[config.mk]
export PLATFORM = sky130hd
export DESIGN_NAME = data_path_sequencer
export DESIGN_NICKNAME = d
export VERILOG_FILES = /design/src/rtl/data_path_sequencer.sv
export SDC_FILE = /design/constraint.sdc
export NUM_CORES = 1
export LEC_CHECK = 0
export CAP_MARGIN = 15
export CORE_MARGIN = 5
export CORE_UTILIZATION = 41
export CTS_CLUSTER_DIAMETER = 60
export DETAILED_ROUTE_END_ITERATION = 8
export PLACE_DENSITY = 0.74
export SLEW_MARGIN = 20
export SYNTH_ARGS = -nofsm -noshare
export SYNTH_HDL_FRONTEND = slang
export SYNTH_SLANG_ARGS = --single-unit
[constraint.sdc]
create_clock -name clk -period 1.3 [get_ports clk]
set_clock_uncertainty 0.05 [all_clocks]
set_input_delay 0.26 -clock clk [delete_from_list [all_inputs] [get_ports clk]]
set_output_delay 0.26 -clock clk [all_outputs]
set_load 0.05 [all_outputs]
[src/rtl/data_path_sequencer.sv]
// rtl/data_path_sequencer.sv - multi-cycle instruction sequencer for the mux/register-file datapath
//
// Purpose: accepts one 6-bit instruction per start request and steps it through
//   IDLE -> DECODE -> READ -> [EXEC] -> WB -> DONE, driving the datapath controls.
// Ports:
//   clk      in   1  system clock
//   rst_n    in   1  synchronous active-low reset
//   start    in   1  launch request, honoured only in IDLE
//   instr    in   6  [5:4] op, [3:2] rd, [1:0] rs
//   mux_sel  out  2  00 zero, 01 sw_in, 10 regfile read, 11 ALU
//   rd_addr  out  2  register-file read address
//   alu_go   out  1  high throughout EXEC
//   reg_we   out  4  one-hot register write enable, only in WB
//   busy     out  1  high in every state except IDLE
//   done     out  1  one-cycle pulse in DONE

module data_path_sequencer #(
    parameter int ALU_CYCLES = 2
) (
    input  logic       clk,
    input  logic       rst_n,
    input  logic       start,
    input  logic [5:0] instr,
    output logic [1:0] mux_sel,
    output logic [1:0] rd_addr,
    output logic       alu_go,
    output logic [3:0] reg_we,
    output logic       busy,
    output logic       done
);

    typedef enum logic [2:0] {
        S_IDLE   = 3'd0,
        S_DECODE = 3'd1,
        S_READ   = 3'd2,
        S_EXEC   = 3'd3,
        S_WB     = 3'd4,
        S_DONE   = 3'd5
    } state_t;

    localparam logic [3:0] EXEC_LOAD = 4'(ALU_CYCLES - 1);

    state_t     r_state;
    state_t     w_next;
    logic [3:0] r_cnt;
    logic [5:0] r_instr;

    logic [1:0] w_op;
    logic [1:0] w_rd;
    logic [1:0] w_rs;
    logic       w_active;

    assign w_op = r_instr[5:4];
    assign w_rd = r_instr[3:2];
    assign w_rs = r_instr[1:0];

    always_ff @(posedge clk) begin
        if (!rst_n) begin
            r_state <= S_IDLE;
            r_cnt   <= 4'd0;
            r_instr <= 6'd0;
        end else begin
            r_state <= w_next;
            if (r_state == S_IDLE && start) begin
                r_instr <= instr;
            end
            // Counter is loaded on the READ->EXEC edge so EXEC lasts exactly ALU_CYCLES.
            if (r_state == S_READ) begin
                r_cnt <= EXEC_LOAD;
            end else if (r_state == S_EXEC && r_cnt != 4'd0) begin
                r_cnt <= r_cnt - 4'd1;
            end
        end
    end

    always_comb begin
        w_next = r_state;
        case (r_state)
            S_IDLE:   if (start) w_next = S_DECODE;
            S_DECODE: w_next = S_READ;
            S_READ:   w_next = (w_op == 2'b11) ? S_EXEC : S_WB;
            S_EXEC:   if (r_cnt == 4'd0) w_next = S_WB;
            S_WB:     w_next = S_DONE;
            S_DONE:   w_next = S_IDLE;
            default:  w_next = S_IDLE;
        endcase
    end

    // Mux select and read address stay at their opcode values from READ through DONE,
    // and are zero in IDLE/DECODE so the datapath sees a zero source while idle.
    assign w_active = (r_state == S_READ) || (r_state == S_EXEC) ||
                      (r_state == S_WB)   || (r_state == S_DONE);

    always_comb begin
        mux_sel = 2'b00;
        rd_addr = 2'b00;
        alu_go  = 1'b0;
        reg_we  = 4'b0000;
        busy    = (r_state != S_IDLE);
        done    = (r_state == S_DONE);
        if (w_active) begin
            mux_sel = w_op;
            // Only MOV and ALU read the register file; CLR/LDSW keep address 0.
            if (w_op[1]) begin
                rd_addr = w_rs;
            end
        end
        if (r_state == S_EXEC) begin
            alu_go = 1'b1;
        end
        if (r_state == S_WB) begin
            reg_we = 4'b0001 << w_rd;
        end
    end

endmodule

# After elaboration in Yosys (flattened, before gate mapping)
# Index checks and enable logic that the tools add are counted.
[op_classes] n_addsub=1 n_reduce_logical=12 n_eq_ne=8 n_bitwise=1 mux=11 shift=1
[ops] operator="$pmux W3 S5" count=1
[ops] operator="$mux W3" count=3
[ops] operator="$eq A3 B2 Y1 const B" count=2
[ops] operator="$eq A3 B3 Y1 const B" count=2
[ops] operator="$mux W2" count=3
[ops] operator="$logic_not A4 Y1" count=1
[ops] operator="$mux W4" count=1
[ops] operator="$ne A2 B2 Y1 const B" count=2
[ops] operator="$reduce_bool A4 Y1" count=1
[ops] operator="$shl A1 B2 Y4 const A" count=1
[ops] operator="$sub A4 B1 Y4 const B" count=1
[ops] operator="$eq A3 B1 Y1 const B" count=1
[ops] operator="$logic_not A3 Y1" count=1
[ops] operator="$logic_or A1 B1 Y1" count=3
[ops] operator="$mux W1" count=3
[ops] operator="$reduce_bool A3 Y1" count=1
[ops] operator="$eq A2 B2 Y1 const B" count=1
[ops] operator="$logic_and A1 B1 Y1" count=2
[ops] operator="$reduce_and A2 Y1" count=1
[ops] operator="$reduce_bool A2 Y1" count=1
[ops] operator="$reduce_or A2 Y1" count=1
[ops] operator="$not A1 Y1" count=1
[totals] output_inout_bits=11 word_cells=38 ff_bits=13

# Longest topological paths before layout
# Gate-level depths: netlist of run 1.
[depth] ltp_word=5 mapped_depth=5

# Worst setup path after synthesis of run 1
# OpenSTA, ideal clock, no wires.
[synth_path] path_kind="flip-flop to output port" start="reg r_state[2]" end="out reg_we[0]" n_path_buf=0 path_slack_ns=-0.963 path_stages_with_launch=3 arrival_time_ns=1.953 path_cell_list="dfxtp_1 > nor3b_1 > nor3b_1"
[synth_between] elab_chain_len=2
[synth_lines] item="start: declaration" line="43" text="state_t r_state;"
[synth_lines] item="start signal: assignment" line="63" text="r_state <= w_next;"
[synth_lines] item="$eq A3 B3 Y1" line="111" text="if (r_state == S_WB) begin"
[synth_lines] item="$mux W4" line="111"
[synth_lines] item="end: declaration" line="27" text="output logic [3:0] reg_we,"
# No other way between the ends.

# Worst setup path after layout of run 1
[layout_path] start="reg r_state[1]" end="out reg_we[0]"
# Same word-level chain as after synthesis.

==> results of run 1 <==
## cell families (layout without fill, tap and decap cells)
kind of cell | after synthesis | after routing | share of synthesized area (%)
AND/OR/NAND/NOR | 47 | 47 | 36.20
AO/OA/AOI/OAI | 22 | 22 | 18.35
flip-flops | 13 | 13 | 35.02
adder cells (fa/ha/maj) | 1 | 1 | 1.683
buffers and inverters | 13 | 51 | 8.754
## synth_stat cells
| cell | number |
|---|---|
| nand2b_1 | 3 |
| nor4bb_1 | 1 |
| a31oi_1 | 1 |
| nand2_1 | 14 |
| a311oi_1 | 1 |
| o32ai_1 | 1 |
| or3_1 | 1 |
| o21ai_1 | 1 |
| ha_1 | 1 |
| a21boi_0 | 2 |
| buf_2 | 4 |
| and3_1 | 1 |
| or4_1 | 1 |
| nor3b_2 | 1 |
| nand4b_1 | 1 |
| nand4_1 | 2 |
| o2111a_1 | 1 |
| nor3b_1 | 2 |
| nor4b_4 | 1 |
| inv_1 | 6 |
| nor2b_1 | 4 |
| dfxtp_1 | 13 |
| a21oi_1 | 3 |
| o21a_1 | 1 |
| a2bb2oi_1 | 1 |
| buf_1 | 1 |
| nor3_1 | 2 |
| nor2_1 | 5 |
| buf_4 | 1 |
| o21ai_0 | 10 |
| and2_1 | 1 |
| buf_6 | 1 |
| nand3_1 | 7 |
## path summary, 6_finish.rpt
check        depth (start not counted)  slack [ns]  startpoint          to
max                                  4       -0.42  r_state[1]   reg_we[0]
max reg2reg                          7       -0.09  r_state[1]    r_cnt[2]
min                                  2        0.41  r_instr[1]  r_instr[1]
min reg2reg                          2        0.41  r_instr[1]  r_instr[1]
## power by group
part | total (mW) | internal (mW) | switching (mW) | leakage [nW]
combinational | 0.612 | 0.321 | 0.291 | 0.387
sequential | 0.505 | 0.443 | 0.0617 | 0.108
clock | 0.277 | 0.120 | 0.157 | 0.0150
total | 1.39 | 0.883 | 0.510 | 0.510
## layer usage
metal	part of all wire [%]	track usage, %	up-vias
met5	0	0	-
li1	-	-	410
met1	46	20.96	418
met2	48	28.10	18
met3	4.0	3.704	5
met4	2.1	8.936	0
## layout by cell type, fill, tap and decap left out, types with 2 or more instances in the layout
cell	Yosys	routed
o21ai_0	10	3
nor3_1	2	2
buf_4	1	17
nand3_1	7	7
clkbuf_4	0	3
nor2_4	0	4
inv_2	0	3
buf_12	0	12
buf_6	1	4
a21oi_1	3	2
clkdlybuf4s50_1	0	8
nand2_1	14	14
nor3b_4	0	3
inv_1	6	2
dfxtp_2	0	3
nand4_1	2	2
nor2b_1	4	4
o21ai_1	1	7
dfxtp_1	13	9
nand2b_1	3	3
a21boi_0	2	2
## layout make-up
cell class	instances	share of cell area, %
Multi-Input combinational cell	70	38.52
Inverter	6	1.913
Sequential cell	13	19.49
Tap cell	25	2.277
Clock buffer	4	1.913
Timing Repair Buffer	41	35.88
## sequential cells by signal, summed over array words and instances (netlist names)
name / count
r_state: 3
r_instr: 6
r_cnt: 4
## per-stage QoR
stage / worst slack (ns) / cell area, um^2 / setup TNS (ns) / total power [mW] / instances
3_5_place_dp: -0.1382 / 1266 / -1.593 / 1.040 / 151
6_report: -0.4191 / 1374 / -4.501 / 1.393 / 159
3_3_place_gp: -0.09441 / 1266 / -1.088 / 1.027 / 151
2_1_floorplan: -0.2033 / 829.5 / -0.9208 / 0.8034 / 96
4_1_cts: -0.4213 / 1344 / -4.157 / 1.358 / 158
5_1_grt: -0.4730 / 1374 / -5.736 / 1.459 / 159
## timing repair
action	in CTS	in global routing
cloned	1	0
buffers inserted	2	1
setup endpoints to repair	21	24
pin swaps	3	7
endpoints found under the hold margin	0	0
gates resized for setup	17	5
## critical path, cell delays in order, from the launching register on
cell and delay [ns]:
dfxtp_2 0.35, buf_12 0.13, nor3b_4 0.21, nor3b_4 0.25
buf_12 0.16
==> results.toml, run 1 <==
[run_status]
outcome = "finished, violations left"
violations = "negative setup slack"

[cells_and_area]
fill_cells = 112
final_nets = 145
n_antenna_cell = 0
area.sequential_um2 = 267.8
drive_above_1_share_pct = 44.78
utilization_pct = 79.57
multi_input_area_um2 = 529.3
area_growth_pct = 84.85

[route]
drt-initial-drc-count = 12
drt_wl_total_um = 2298
viasPerCell = 5.352
wl_per_cell_um = 14.45
first_pass_iters = 4
antenna_left = 0
vias = 851
drc = 0

[die]
io_pins = 20
start_util_pct = 43.04
dieArea_um2 = 2764
die_w_um = 52.58
core_area_um2 = 1727
die_h_um = 52.58
rows = 15

[sta]
tightestPinTransition_ns = 0.3061
rsz0062_at_grt = "true"
drv_slew = 0
hold_violations = 0
period_share_pct = 132.2
period_needed_ns = 1.719
setup_ws_ns = -0.4191
timing.fmax_mhz = 581.7
final-setup-viol-count = 18
holdWs_ns = 0.4060
slew-limit-headroom_pct = 79.57

[clock_network]
cts_root_buf = "clkbuf_4"
insertion_delay_ns = 0.30
clock_path_buffers = 2
clkSlewWorstSetupHoldPaths_ns = 0.09
holdBufCountCts = 0
numCtsBuffers = 3
clkSinkCount = 13
cts_tree = "yes"
htree_levels = 1

[job]
maxCapViolations = 0

[yosys]
syn_nets = 106
ys_seq_area_share_pct = 35.02
synth_top_cell_area_share_pct = 35.02
synthTopCellsByArea = "dfxtp_1 35%, nand2_1 7.1%, o21ai_0 6.7%, nand3_1 4.7%, nor2b_1 3.4%"
yosysUniqueCellTypes = 33
yosysWarnings = 0
synthCells = 96
syn_avg_cell_area_um2 = 7.742
synth_area_leader_cell = "dfxtp_1"
synthesis.area_um2 = 743.2
ys_ff_latch = 13

[global_routing]
grt_pass1_wl_um = 3394
grt_max_degree = 9
grtUsageTotal_pct = 17.24
grt_overflow = 0
antenna_found_initial = 0
grt_pass1_vias = 789

[power]
power.leakage_nw = 0.5100
pwr_density_cell_nw_per_um2 = 1014
irDropWorstVdd_mv = 0.7262

[setup_path]
start_kind = "flip-flop"
cp-end-kind = "output pin"
cp.required_ns = 0.99
cp_max_fo = 6
worstSetupPathType = "reg2out"
crit_arrival_ns = 1.41

[placement]
gp_congestion = 0.8432
io_buffers = 19
hpwl_um = 1519

[min_path]
min-delay-path-class = "reg2reg"
Power figures use the tool's default switching activity.
==> inputs of run 2 (changes only) <==
- MAX_ROUTING_LAYER: not set -> met4
==> run 2 against run 1 <==
- the run still ends with negative setup slack left
- critical path depth unchanged
- hold slack better by 0.0015 ns
- sequential power about the same
- setup slack better by 0.0084 ns
- fmax up 0.49%
- non-clock buffer count unchanged
- total power down 0.34%
- global-route usage up 0.44 points
- sequential cell count unchanged
- first-iteration DRC count up 8.3%
- clock-buffer cell count unchanged
- critical endpoint unchanged
- largest cell class unchanged
- highest routed layer unchanged
==> results.toml, run 2 (same netlist as run 1, synthesis figures left out) <==
[global_routing]
antenna_found_initial = 0
grt_pass1_wl_um = 3394
grt_pass1_vias = 788
grtUsageTotal_pct = 17.68
grt_max_degree = 9
grt_overflow = 0

[min_path]
holdCritStartpoint = "r_instr[1]"
min-delay-path-class = "reg2reg"
hold_depth = 2
holdPathEnd = "r_instr[1]"

[sta]
tightestPinTransition_ns = 0.3046
rsz0062_at_grt = "true"
tns_ns = -4.406
setup_ws_ns = -0.4107
slew-limit-headroom_pct = 79.67
period_share_pct = 131.6
period_needed_ns = 1.711
hold_violations = 0
timing.fmax_mhz = 584.6
final-setup-viol-count = 18
drv_slew = 0

[route]
antenna_left = 0
drc = 0
vias = 859
wl_per_cell_um = 14.37
drt_wl_total_um = 2285
viasPerCell = 5.403
drt-initial-drc-count = 13
first_pass_iters = 4

[clock_network]
holdBufCountCts = 0
htree_levels = 1
clkSlewWorstSetupHoldPaths_ns = 0.09
clkSinkCount = 13
cts_tree = "yes"
cts_root_buf = "clkbuf_4"
clock_path_buffers = 2
insertion_delay_ns = 0.29
numCtsBuffers = 3

[setup_path]
r2r_cells = 7
rr_endpoint = "r_cnt[2]"
rrSetupSlack_ns = -0.09
cp-end-kind = "output pin"
rr_startpoint = "r_state[1]"
crit_arrival_ns = 1.40
start_kind = "flip-flop"
worstSetupPathType = "reg2out"
cp_max_fo = 6
cp.required_ns = 0.99

[placement]
hpwl_um = 1519
io_buffers = 19
pre_cts_ws_ns = -0.1382
gp_congestion = 0.8563

[job]
maxCapViolations = 0

[die]
core_area_um2 = 1727
start_util_pct = 43.04
io_pins = 20
dieArea_um2 = 2764
rows = 15
die_h_um = 52.58
die_w_um = 52.58

[power]
irDropWorstVdd_mv = 0.7187
pwr_density_cell_nw_per_um2 = 1011
power.leakage_nw = 0.5100

[cells_and_area]
layout.cells.most_common = "buf_4"
top_register = "r_instr"
top_regs = "r_instr (6), r_cnt (4), r_state (3)"
area_growth_pct = 84.85
fill_cells = 112
layout_common_cells = "17 x buf_4, 14 x nand2_1, 12 x buf_12"
largest_register_ffs = 6
n_antenna_cell = 0
final_nets = 145
drive_above_1_share_pct = 44.78

[run_status]
violations = "negative setup slack"
outcome = "finished, violations left"
run 2: routing by layer:
metal | GRT usage [%] | wire length [um]
met1 | 21.13 | 1033
met2 | 28.10 | 1090
met3 | 3.419 | 99
met4 | 8.936 | 61
met5 | - | 0
run 2: worst max-delay path: stages (launching register included):
cell and delay [ns]:
dfxtp_2 0.35, buf_12 0.13, nor3b_4 0.21, nor3b_4 0.25
buf_12 0.16
run 2: per-stage QoR:
stage	instances	area [um^2]	power, mW	utilization [%]	hold WS [ns]
2_1_floorplan	96	829.5	0.8034	-	0.3404
3_3_place_gp	151	1266	1.027	73.33	0.3971
3_5_place_dp	151	1266	1.040	73.33	0.4053
4_1_cts	158	1344	1.358	77.83	0.4086
5_1_grt	159	1374	1.459	79.57	0.4263
6_report	159	1374	1.389	79.57	0.4075
run 2: timing repair:
| action | in CTS | in global routing |
|---|---|---|
| setup endpoints to repair | 21 | 24 |
| setup buffers | 2 | 1 |
| gates resized for setup | 17 | 5 |
| gates cloned | 1 | 0 |
| pin swaps | 3 | 7 |
run 2: where the power goes:
group / leakage, nW / switching (mW) / internal, mW
Combinational: 0.387 / 0.291 / 0.320
Sequential: 0.108 / 0.0626 / 0.443
Clock: 0.0150 / 0.152 / 0.120
Total: 0.510 / 0.506 / 0.883
run 2: final cells by class:
class	instances	area (um^2)	area share (%)
multi-input cells	70	529.3	38.52
repair buffers	41	493.0	35.88
inverters	6	26.28	1.913
clock buffers	4	26.28	1.913
well taps	25	31.28	2.277
flip-flops and latches	13	267.8	19.49
run 2: worst max path at each step:
stage	startpoint	endpoint	slack (ns)
3_5_place_dp	start	r_instr[0]	-0.14
6_report	r_state[1]	reg_we[0]	-0.41
2_1_floorplan	r_state[1]	reg_we[0]	-0.20
3_3_place_gp	r_state[1]	reg_we[0]	-0.09
4_1_cts	r_state[1]	reg_we[0]	-0.42
5_1_grt	r_state[1]	mux_sel[1]	-0.47
==> inputs of run 3 (changes only) <==
- CORE_UTILIZATION: 41 -> 44
- CTS_BUF_LIST: not set -> sky130_fd_sc_hd__clkbuf_8
- PLACE_DENSITY: 0.74 -> 0.79
==> run 3 against run 2 <==
- the flow now stops in global routing
- synthesized cell count stayed put
- synthesized area is the same
==> results.toml, run 3 <==
[clock_network]
clkSinkCount = 13
cts_root_buf = "clkbuf_8"
htree_levels = 1
numCtsBuffers = 3
clock_path_buffers = 2

[yosys]
syn_nets = 106
synthCells = 96
syn_avg_cell_area_um2 = 7.742
synth_area_leader_cell = "dfxtp_1"
synth_top_cell_area_share_pct = 35.02
yosysUniqueCellTypes = 33
synthMostInstantiatedCell = "nand2_1"
synth_top_family_by_area = "simple AND/OR/NAND/NOR gates"
ys_async_sr_fraction_pct = 0
yosys.area_share.adder_pct = 1.684
yosysWarnings = 0
synth-edff-count = 0
ys_ff_latch = 13
synthesis.area_um2 = 743.2
synthMuxAreaShare_pct = 0
synth_compound_area_share_pct = 18.35
ys.flop_type = "dfxtp_1"
synth-simple-area-share_pct = 36.20
ys_seq_area_share_pct = 35.02
synth_common_cells = "14 x nand2_1, 13 x dfxtp_1, 10 x o21ai_0, 7 x nand3_1, 6 x inv_1"
synthTopCellsByArea = "dfxtp_1 35%, nand2_1 7.1%, o21ai_0 6.7%, nand3_1 4.7%, nor2b_1 3.4%"
synth_xor_area_share_pct = 0

[run_status]
flow.stopped_at = "global routing"
outcome = "stopped before the end"
stop_error = "[ERROR DPL-0033] detailed placement checks failed during check placement."

[sta]
endpoint_type = "top-level output"
crit_endpoint = "reg_we[0]"

[die]
io_pins = 20
rows = 14
start_util_pct = 47.67
die_w_um = 51.10
die_h_um = 51.10

[placement]
hpwl_um = 1613
io_buffers = 19
dpl_cell_area_um2 = 1227
pre_cts_ws_ns = -0.1913
gp_congestion = 0.7851
place_inst = 140

[global_routing]
antenna_found_initial = 0
grt_max_degree = 9
## run 3: cell counts after synthesis
Identical to the previous run, type by type.
## run 3: metrics by stage
step	TNS [ns]	util, %
3_5_place_dp	-1.954	78.73
3_3_place_gp	-1.028	78.73
4_1_cts	-3.280	90.13
2_1_floorplan	-0.9208	-
## run 3: what timing repair did
action	4_1_cts
gates resized for setup	33
gates cloned	1
setup endpoints to repair	21
buffers inserted	6
hold buffers	0
pin swaps	11
## run 3: logic make-up after synthesis
logic type               Yosys count
AO/OA/AOI/OAI                     22
flip-flops                        13
buffers and inverters             13
adder cells (fa/ha/maj)            1
AND/OR/NAND/NOR                   47
==> inputs of run 4 (changes only) <==
- CORE_AREA: not set -> 5 5 66 68
- CORE_MARGIN: 5 -> not set
- CORE_UTILIZATION: 44 -> not set
- CTS_BUF_LIST: sky130_fd_sc_hd__clkbuf_8 -> not set
- CTS_CLUSTER_DIAMETER: 60 -> not set
- DIE_AREA: not set -> 0 0 71 73
- MAX_ROUTING_LAYER: met4 -> not set
- PLACE_DENSITY: 0.79 -> not set
- PLACE_DENSITY_LB_ADDON: not set -> 0.15
- clock period: 1.3 -> 1.7 ns (I/O delays scaled with it)
==> run 4 against run 3 <==
- the run now ends clean
==> results.toml, run 4 (same netlist as run 1, synthesis figures left out) <==
[cells_and_area]
top_register = "r_instr"
area_growth_pct = 71.89
drive_above_1_share_pct = 33.61
largest_register_ffs = 6
top_regs = "r_instr (6), r_cnt (4), r_state (3)"
layout.cells.most_common = "nand2_1"
n_antenna_cell = 0
layout_common_cells = "14 x nand2_1, 12 x buf_12, 10 x o21ai_0, 10 x dfxtp_1, 8 x clkdlybuf4s50_1"
final_nets = 133

[setup_path]
cp_max_fo = 5
cp.required_ns = 1.31
worstSetupPathType = "reg2out"
crit_slowest_cell = "dfxtp_4"
crit_path_frequent_cell = "nor3b_4"
crit_arrival_ns = 1.28
crit_path_cell_trace = "nor3b_4, nor3b_4, buf_12"
slowest_delay_ns = 0.37
start_kind = "flip-flop"
cp-end-kind = "output pin"

[die]
start_util_pct = 19.57
die_w_um = 71
die_h_um = 73
io_pins = 20
rows = 23
dieArea_um2 = 5183
core_area_um2 = 3799

[sta]
slew-limit-headroom_pct = 82.09
final-setup-viol-count = 0
period_needed_ns = 1.670
hold_violations = 0
holdWs_ns = 0.4079
tightestPinTransition_ns = 0.2666
drv_slew = 0
setup_ws_ns = 0.02976
period_share_pct = 98.25
rsz0062_at_grt = "true"
timing.fmax_mhz = 598.7

[clock_network]
numCtsBuffers = 3
clkSinkCount = 13
insertion_delay_ns = 0.25
cts_tree = "yes"
cts_root_buf = "clkbuf_8"
htree_levels = 1
clock_path_buffers = 2
holdBufCountCts = 0
postCtsSetupBuffers = 0
clkSlewWorstSetupHoldPaths_ns = 0.06

[route]
antenna_left = 0
viasPerCell = 4.262
drt-initial-drc-count = 26
drt_wl_total_um = 1980
vias = 733
first_pass_iters = 4
wl_per_cell_um = 11.51
drc = 0

[power]
clockPowerShare_pct = 26.7
combPwrFrac_pct = 37.4
irDropWorstVdd_mv = 0.3494
p_total_mw = 1.050
power.leakage_nw = 0.4583
swShare_pct = 33.44
p_int_mw = 0.6986
share_seq_of_total_power_pct = 35.9
p_switching_mw = 0.3510
pwr_density_cell_nw_per_um2 = 821.7

[global_routing]
grt_max_degree = 19
grtUsageTotal_pct = 8.096
grt_overflow = 0
grt_pass1_wl_um = 3318
grt_pass1_vias = 735
antenna_found_initial = 0

[placement]
pre_cts_ws_ns = 0.1136
io_buffers = 19
gp_congestion = 0.7094
hpwl_um = 1529

[job]
maxCapViolations = 0

[run_status]
outcome = "complete, no violations"

[min_path]
min-delay-path-class = "reg2reg"
## run 4: metrics by stage
stage	util, %	TNS (ns)	cell area (um^2)	instances
after floorplan	-	-0.1613	758.2	96
after global placement	30.70	0	1166	168
after detailed placement	30.70	0	1166	168
after CTS	32.44	-0.1274	1232	172
after global routing	33.63	-0.03991	1277	172
final	33.63	0	1277	172
## run 4: final cells by class
| type | count | area, um^2 |
|---|---|---|
| Multi-Input combinational cell | 70 | 481.7 |
| Clock inverter | 1 | 5.005 |
| Timing Repair Buffer | 29 | 395.4 |
| Tap cell | 50 | 62.56 |
| Inverter | 6 | 22.52 |
| Fill cell | 404 | 2521 |
| Clock buffer | 3 | 41.29 |
| Sequential cell | 13 | 269.0 |
## run 4: layer usage
layer,up-vias,part of all wire [%],track usage (%)
met1,330,45,9.520
li1,385,-,-
met5,-,0,0
met4,0,0.96,2.505
met3,2,5.6,3.444
met2,16,48,13.39
## run 4: worst paths after layout
path              startpoint    endpoint  slack [ns]  cells past startpoint
setup reg to reg    r_cnt[0]  r_state[1]        0.21                      6
hold / removal    r_instr[0]  r_instr[0]        0.41                      2
hold reg to reg   r_instr[0]  r_instr[0]        0.41                      2
setup / recovery  r_state[2]   reg_we[0]        0.03                      3
## run 4: what timing repair did
item	in CTS	in global routing
gates resized for setup	5	13
pin swaps	1	1
setup endpoints to repair	9	10
## run 4: power by group through the flow
stage	combinational, mW	sequential (mW)	clock [mW]
2_1_floorplan	0.212	0.365	0
3_3_place_gp	0.365	0.368	0
3_5_place_dp	0.367	0.370	0
4_1_cts	0.375	0.367	0.292
5_1_grt	0.421	0.382	0.300
6_report	0.392	0.377	0.281
## run 4: worst max-delay path, delay by kind of cell, from the launching register on
family / cells / cell delay (ns)
buffers and inverters: 1 / 0.17
AND/OR/NAND/NOR: 2 / 0.49
flip-flops: 1 / 0.37
